`src/rtl/alu_seq.sv`:
```
// Sequential ALU: single-cycle and/or/add/sub, WIDTH-cycle shift-and-add multiply,
// valid/ready on both sides. Define ALU_SEQ_SLT_EN to add signed set-less-than.
module alu_seq #(
  parameter int WIDTH = 32
) (
  input  logic             clk_i,
  input  logic             rst_i,
  input  logic             valid_i,
  output logic             ready_o,
  input  logic [5:0]       funct_i,
  input  logic [1:0]       ALUOp_i,
  input  logic [WIDTH-1:0] data1_i,
  input  logic [WIDTH-1:0] data2_i,
  output logic             valid_o,
  input  logic             ready_i,
  output logic [WIDTH-1:0] data_o,
  output logic             zero_o,
  output logic             err_o
);

  localparam int CW = $clog2(WIDTH);

  typedef enum logic [1:0] {IDLE, MUL, DONE} state_t;

  state_t           state_reg, state_next;
  logic [WIDTH-1:0] data_reg, data_next;
  logic             zero_reg, zero_next;
  logic             err_reg, err_next;
  logic [WIDTH-1:0] acc_reg, acc_next;
  logic [WIDTH-1:0] mcand_reg, mcand_next;
  logic [WIDTH-1:0] mplier_reg, mplier_next;
  logic [CW-1:0]    cnt_reg, cnt_next;

  logic             op_mul;
  logic             op_illegal;
  logic [WIDTH-1:0] alu_result;
  logic [WIDTH-1:0] addend;
  logic [WIDTH-1:0] acc_sum;

  // Decode of the request as presented; only consumed on an accept cycle.
  always_comb begin
    op_mul     = 1'b0;
    op_illegal = 1'b0;
    alu_result = '0;
    if (ALUOp_i == 2'b00) begin
      alu_result = data1_i + data2_i;
    end else if (ALUOp_i == 2'b10) begin
      case (funct_i)
        6'b100100: alu_result = data1_i & data2_i;
        6'b100101: alu_result = data1_i | data2_i;
        6'b100000: alu_result = data1_i + data2_i;
        6'b100010: alu_result = data1_i - data2_i;
        6'b011000: op_mul = 1'b1;
`ifdef ALU_SEQ_SLT_EN
        6'b101010: alu_result = {{(WIDTH-1){1'b0}}, ($signed(data1_i) < $signed(data2_i))};
`endif
        default:   op_illegal = 1'b1;
      endcase
    end else begin
      op_illegal = 1'b1;
    end
  end

  // Partial product for the current multiplier bit: the multiplicand or zero.
  generate
    for (genvar gi = 0; gi < WIDTH; gi++) begin : g_addend
      assign addend[gi] = mcand_reg[gi] & mplier_reg[0];
    end
  endgenerate

  assign acc_sum = acc_reg + addend;

  always_comb begin
    state_next  = state_reg;
    data_next   = data_reg;
    zero_next   = zero_reg;
    err_next    = err_reg;
    acc_next    = acc_reg;
    mcand_next  = mcand_reg;
    mplier_next = mplier_reg;
    cnt_next    = cnt_reg;
    case (state_reg)
      IDLE: begin
        if (valid_i) begin
          if (op_mul) begin
            acc_next    = '0;
            mcand_next  = data1_i;
            mplier_next = data2_i;
            cnt_next    = '0;
            state_next  = MUL;
          end else begin
            data_next  = alu_result;
            zero_next  = (alu_result == '0);
            err_next   = op_illegal;
            state_next = DONE;
          end
        end
      end
      MUL: begin
        acc_next    = acc_sum;
        mcand_next  = mcand_reg << 1;
        mplier_next = mplier_reg >> 1;
        cnt_next    = cnt_reg + CW'(1);
        if (cnt_reg == CW'(WIDTH - 1)) begin
          data_next  = acc_sum;
          zero_next  = (acc_sum == '0);
          err_next   = 1'b0;
          cnt_next   = '0;
          state_next = DONE;
        end
      end
      DONE: begin
        if (ready_i) begin
          state_next = IDLE;
        end
      end
      default: state_next = IDLE;
    endcase
  end

  always_ff @(posedge clk_i or posedge rst_i) begin
    if (rst_i) begin
      state_reg  <= IDLE;
      data_reg   <= '0;
      zero_reg   <= 1'b0;
      err_reg    <= 1'b0;
      acc_reg    <= '0;
      mcand_reg  <= '0;
      mplier_reg <= '0;
      cnt_reg    <= '0;
    end else begin
      state_reg  <= state_next;
      data_reg   <= data_next;
      zero_reg   <= zero_next;
      err_reg    <= err_next;
      acc_reg    <= acc_next;
      mcand_reg  <= mcand_next;
      mplier_reg <= mplier_next;
      cnt_reg    <= cnt_next;
    end
  end

  assign ready_o = (state_reg == IDLE);
  assign valid_o = (state_reg == DONE);
  assign data_o  = data_reg;
  assign zero_o  = zero_reg;
  assign err_o   = err_reg;

endmodule

```
`config.mk`:
```
export PLATFORM = sky130hd
export DESIGN_NAME = alu_seq
export DESIGN_NICKNAME = d
export VERILOG_FILES = /design/src/rtl/alu_seq.sv
export SDC_FILE = /design/constraint.sdc
export NUM_CORES = 1
export LEC_CHECK = 0
export ABC_AREA = 1
export CAP_MARGIN = 20
export CELL_PAD_IN_SITES_DETAIL_PLACEMENT = 1
export CELL_PAD_IN_SITES_GLOBAL_PLACEMENT = 1
export CORE_MARGIN = 8
export CORE_UTILIZATION = 45
export DETAILED_ROUTE_END_ITERATION = 7
export PLACE_DENSITY = 0.95
export SLEW_MARGIN = 20
export SYNTH_ARGS = -nofsm -noshare
export SYNTH_HDL_FRONTEND = slang
export SYNTH_SLANG_ARGS = --single-unit
```
`constraint.sdc`:
```
create_clock -name clk_i -period 7.7 [get_ports clk_i]
set_input_delay 1.54 -clock clk_i [delete_from_list [all_inputs] [get_ports clk_i]]
set_output_delay 1.54 -clock clk_i [all_outputs]
set_load 0.01 [all_outputs]
```
# Word-level counts from Yosys, hierarchy flattened
# Cells that the tools add are included.
[totals] regBits=137 latch_bits=0 ram_bits=0 romBits=0 in_bits=76 output_inout_bits=36 mem_count=0
[op_classes] addsub=4 multipliers=0 div_mod_pow=0 n_lt_le_gt_ge=0 eq_ne=14 shift=0 n_mux=39 bitwise=34 reduce_logical=9
[op_table] operator="32-bit two-way mux" count=11
[op_table] operator="32-bit one-hot mux with 2 select lines" count=4
[op_table] operator="32-bit one-hot mux with 4 select lines" count=1
[op_table] operator="32-bit adder" count=2
[op_table] operator="32-bit logical NOT" count=2
[op_table] operator="1-bit bitwise AND" count=32
[op_table] operator="32-bit bitwise AND" count=1
[op_table] operator="32-bit bitwise OR" count=1
[op_table] operator="32-bit subtractor" count=1
[op_table] operator="6-bit equality test (second input constant)" count=4
[op_table] operator="5-bit two-way mux" count=3
[op_table] operator="1-bit two-way mux" count=12
[op_table] operator="5-bit one-hot mux with 2 select lines" count=1
[op_table] operator="2-bit two-way mux" count=4
[op_table] operator="6-bit by 5-bit equality test with 1-bit output (second input constant)" count=1
[op_table] operator="2-bit inequality test (second input constant)" count=3
[op_table] operator="2-bit one-hot mux with 3 select lines" count=1
[op_table] operator="3-bit AND reduction" count=2
[op_table] operator="5-bit by 1-bit adder with 5-bit output (second input constant)" count=1
[op_table] operator="5-bit equality test (second input constant)" count=1
[op_table] operator="5-bit OR reduction" count=1
[op_table] operator="2-bit equality test (second input constant)" count=2
[op_table] operator="2-bit logical NOT" count=2
[op_table] operator="2-bit by 1-bit inequality test with 1-bit output (second input constant)" count=2
[op_table] operator="other kinds (4)" count=5

# Logic depth before layout (Yosys ltp)
[depth] word_depth=8 depth_mapped=25

# Worst setup path before layout
# OpenSTA, ideal clock, no wires.
[synth_timing] path_type="input -> register" start="in data1_i[0]" end="reg zero_reg, in the netlist zero_o" setup_time_ns=0.066 arrival_time_ns=3.472 setup_slack_ns=4.163 cell_stages=23 n_path_buf=0 path_cell_list="inv_1 > ha_1 > inv_1 > fa_1 > nand2_1 > nand2_1 > nand2_1 > inv_1 > nand2_1 > nand2_1 > nand2_1 > nand3_1 > nand3_1 > nand2_1 > nand2_1 > nand2_1 > nor2_1 > nand3_1 > nor2_1 > nand3_1 > o21bai_1 > nand2_1 > nand2_1"
[synth_between] elab_chain_cells=8 elab_cells_between_ends=11
[synth_rtl] item="from (decl)" line_no="12" text="input logic [WIDTH-1:0] data1_i,"
[synth_rtl] item="32-bit subtractor (tied with other cells)" line_no="52" text="6'b100010: alu_result = data1_i - data2_i;"
[synth_rtl] item="32-bit one-hot mux with 4 select lines" line_no="48" text="case (funct_i)"
[synth_rtl] item="32-bit two-way mux" line_no="47" text="end else if (ALUOp_i == 2'b10) begin"
[synth_rtl] item="32-bit two-way mux *" line_no="45" text="if (ALUOp_i == 2'b00) begin"
[synth_rtl] item="32-bit logical NOT *" line_no="93" text="zero_next = (alu_result == '0);"
[synth_rtl] item="1-bit two-way mux *" line_no="85" text="if (op_mul) begin"
[synth_rtl] item="1-bit two-way mux *" line_no="84" text="if (valid_i) begin"
[synth_rtl] item="1-bit one-hot mux with 2 select lines *" line_no="82" text="case (state_reg)"
[synth_rtl] item="to (signal assigned)" line_no="134" text="zero_reg <= zero_next;"
[synth_rtl] item="to (decl)" line_no="27" text="logic zero_reg, zero_next;"
# Mark *: on every way between the ends. The rest lies on a longest branch, timed or not. The select of a mux whose other input is x is not followed.
# A chain may end at the register's enable or synchronous reset.

# Worst setup path in the final report
[layout_timing] start="in data1_i[13]" end="reg zero_reg, in the netlist zero_o"
# Same word-level chain as after synthesis.

==> metrics.md <==
| Metric | Value |
|---|---|
| Min-delay worst type | flop to flop |
| Post-Syn Area per Cell | 6.154 um^2 |
| Crit-path cells | clkdlybuf4s50_1 -> inv_1 -> ha_1 -> nand2_1 -> o21ai_0 -> a21oi_1 -> nand2_1 -> nand2_1 -> nand3_1 -> nand2_1 -> inv_1 -> nor2_1 -> a21oi_1 -> nand2_1 -> nor2_1 -> nand3_1 -> o21bai_1 -> nand2_1 -> nand2_1 |
| Final #Nets | 2,654 |
| Max stage delay on crit path | 710 ps |
| Routability Congestion | 1.026 |
| Worst-Margin Slew | 1082 ps |
| Sequential power share | 26.5% |
| CP max FO | 8 |
| Final setup fails | 0 |
| I/O pins | 112 |
| GRT Total Usage | 33.77% |
| Hold Path Origin | data_o[7] |
| Layout cells sized above 1 | 6.463% |
| Initial antenna violation count | 3 |
| Minimum clock period | 4910 ps |
| Run status | completed |
| RSZ-0062 raised after global routing | false |
| Slowest CP cell | clkdlybuf4s50_1 |
| Cells on worst reg2reg path | 24 |
| Most common cell on crit path | nand2_1 |
| WS Path Type | input port to flop |
| Startpoint Class | input port |
| Routed length per instance | 22.73 um |
| Initial Utilization | 45.49% |
| Post-cts sizing count | 0 |
| Fin cells | 2,905 |
| Clk Latency, worst-skew pair | 470 ps |
| CTS tree | built |
| Die height | 196.9 um |
| Crit path DAT | 5310 ps |
| PD cells | 255.5 nW/um^2 |
| Core area | 32,370 um^2 |
| Clock sinks | 137 |
| Clock power share | 20.3% |
| Area Growth Syn to Fin | 12.82% |
| Die X | 196.9 um |
| Vias/cell | 5.905 |
| Worst flop-to-flop path startpoint | mplier_reg[0] |
| Drc violations | 0 |
| DR iter-0 viols | 1,504 |
| Antenna Nets Post-Route | 0 |
| Number of global-route vias before repair | 17,850 |
| Pin count of the biggest net entering global routing | 90 |
| Leak | 0.008539 uW |
| CTS Buf Count | 17 |
| Mapped Cells | 2,393 |
| Critical Path RT | 8100 ps |
| DRT Pass-1 Iters | 6 |
| Sequential cell area fraction in the yosys report | 23.28% |
| Post-DP HPWL | 51,580 um |
| Max Root-Sink Buffers | 2 |
| Root Driver | clkbuf_16 |
| Reported net switching power | 2100 uW |
| Setup Buffers After CTS | 0 |
| Total Routed Length | 66,030 um |
| Worst Hold Path EP | data_o[7] |
| Setup TNS | 0 ps |
| R2r setup slk | 3930 ps |
| Cell total after placement | 2,870 |
| CTS clk-pin slew, worst paths | 70 ps |
| Netlist cell types | 44 |
| Final number of hold-violating endpoints | 0 |
| Sw frac | 49.46% |
| Via count | 17,150 |
| Syn Nets | 2,600 |
| Grt ovf | 0 |
| Internal power | 2146 uW |
| Hold WS | 493.5 ps |
| Max Fclk | 0.2037 GHz |
| WHS Path Cells | 1 |
| Max-slew violation count | 0 |
| Full die area | 38,770 um^2 |
| Port Buf Inserts | 111 |
| CTS H-tree lvls | 4 |
| CP endpoint kind | flop |
| Yosys reg bits | 137 |
| Wire length of the first global-routing pass | 102,200 um |
| Synthesis Warnings | 0 |
| Share of the clock period used by the worst path | 63.76% |
| Peak supply drop | 0.1708 mV |
| Max Cap Viol | 0 |
| Clock Skews | 21.12 ps |
| Max_slew headroom | 27.70% |
| Part of the power in combinational logic | 53.2% |
| Site Rows | 66 |
| Reg-to-Reg End | zero_o |
| Post-Syn Area | 14,730 um^2 |
| Hold-fix buffers, CTS | 0 |
## per-layer routing
| layer | routed length, um | global-route usage (%) | up-vias |
|---|---|---|---|
| met4 | 2644 | 13.90 | 0 |
| li1 | - | - | 7739 |
| met3 | 4860 | 5.441 | 197 |
| met1 | 27250 | 42.63 | 8446 |
| met2 | 31280 | 56.79 | 772 |
| met5 | 0 | 0 | - |
## cell families after synthesis
family / after synthesis / synth area share (%)
AO/OA/AOI/OAI: 404 / 16.04
AND/OR/NAND/NOR: 1249 / 35.66
XOR/XNOR: 22 / 1.308
flip-flops: 137 / 23.28
buffers and inverters: 450 / 12.43
adder cells (fa/ha/maj): 131 / 11.28
## worst max-delay path, delay by kind of cell
family                   cells  cell delay [ps]
buffers and inverters        3              860
adder cells (fa/ha/maj)      1              580
AND/OR/NAND/NOR             11             1170
AO/OA/AOI/OAI                4             1170
## how the worst max path moves through the flow
stage	startpoint	end	slack (ps)	cells past startpoint
2_1_floorplan	rst_i	acc_reg[0]	2490	1
3_3_place_gp	data1_i[15]	zero_o	2630	18
3_5_place_dp	data1_i[13]	zero_o	2520	19
4_1_cts	data1_i[13]	zero_o	2980	19
5_1_grt	data1_i[13]	zero_o	2700	19
6_report	data1_i[13]	zero_o	2790	19
## power by group through the flow
stage          clock (uW)  combinational [uW]  sequential (uW)
5_1_grt               886                2460             1140
6_report              862                2260             1130
3_3_place_gp            0                2030             1090
2_1_floorplan           0                1450             1070
4_1_cts               861                2200             1120
3_5_place_dp            0                2140             1110
## stage by stage
step	total power, uW	instance area, um^2	worst slack, ps	utilization, %
after floorplan	2518	14730	2492	-
after global placement	3123	16020	2628	49.49
after detailed placement	3255	16020	2521	49.49
after CTS	4181	16610	2976	51.30
after global routing	4491	16610	2704	51.33
final	4246	16610	2790	51.33
## area by class of cell
cell class,instances,area (um^2)
Clock buffer,17,425.4
Timing Repair Buffer,122,1194
Fill cell,4447,15760
Sequential cell,137,3430
Antenna cell,3,7.507
Multi-Input combinational cell,1806,9478
Tap cell,442,553.0
Inverter,363,1369
Clock inverter,15,158.9
## placed cells by master, fill, tap and decap left out, types with 18 or more instances in the layout
master and n:
nor2_1 225, inv_1 337, ha_1 128, o21ai_0 111, nor3_1 19, a31oi_1 43, dfrtp_1 136, nand3_1 178
inv_2 22, nand2_1 725, nand4_1 19, clkdlybuf4s50_1 111, o211ai_1 38, a21oi_1 128, a21oi_2 18, nor2_2 26
## synth_stat cells (all sizes together)
master / number / area (um^2)
nand4: 19 / 118.9
clkbuf: 43 / 162.7
a31oi: 43 / 269.0
nor2: 257 / 1065
nand3: 184 / 950.9
o21ai: 134 / 693.2
dfrtp: 137 / 3428
a21o: 3 / 22.52
and2: 2 / 12.51
inv: 361 / 1355
a22o: 3 / 26.28
nor3: 19 / 95.09
clkinv: 2 / 7.510
fa: 3 / 60.06
nand3b: 7 / 52.55
o31ai: 2 / 15.01
ha: 128 / 1602
or2: 11 / 68.82
buf: 44 / 305.3
xnor2: 8 / 70.07
nand2: 743 / 2844
o211ai: 38 / 285.3
o21bai: 15 / 116.4
xor2: 14 / 122.6
o22ai: 11 / 68.82
and3: 1 / 6.260
a21oi: 146 / 798.3
o21a: 9 / 67.56
nor4: 6 / 37.54
Power figures use the tool's default switching activity.
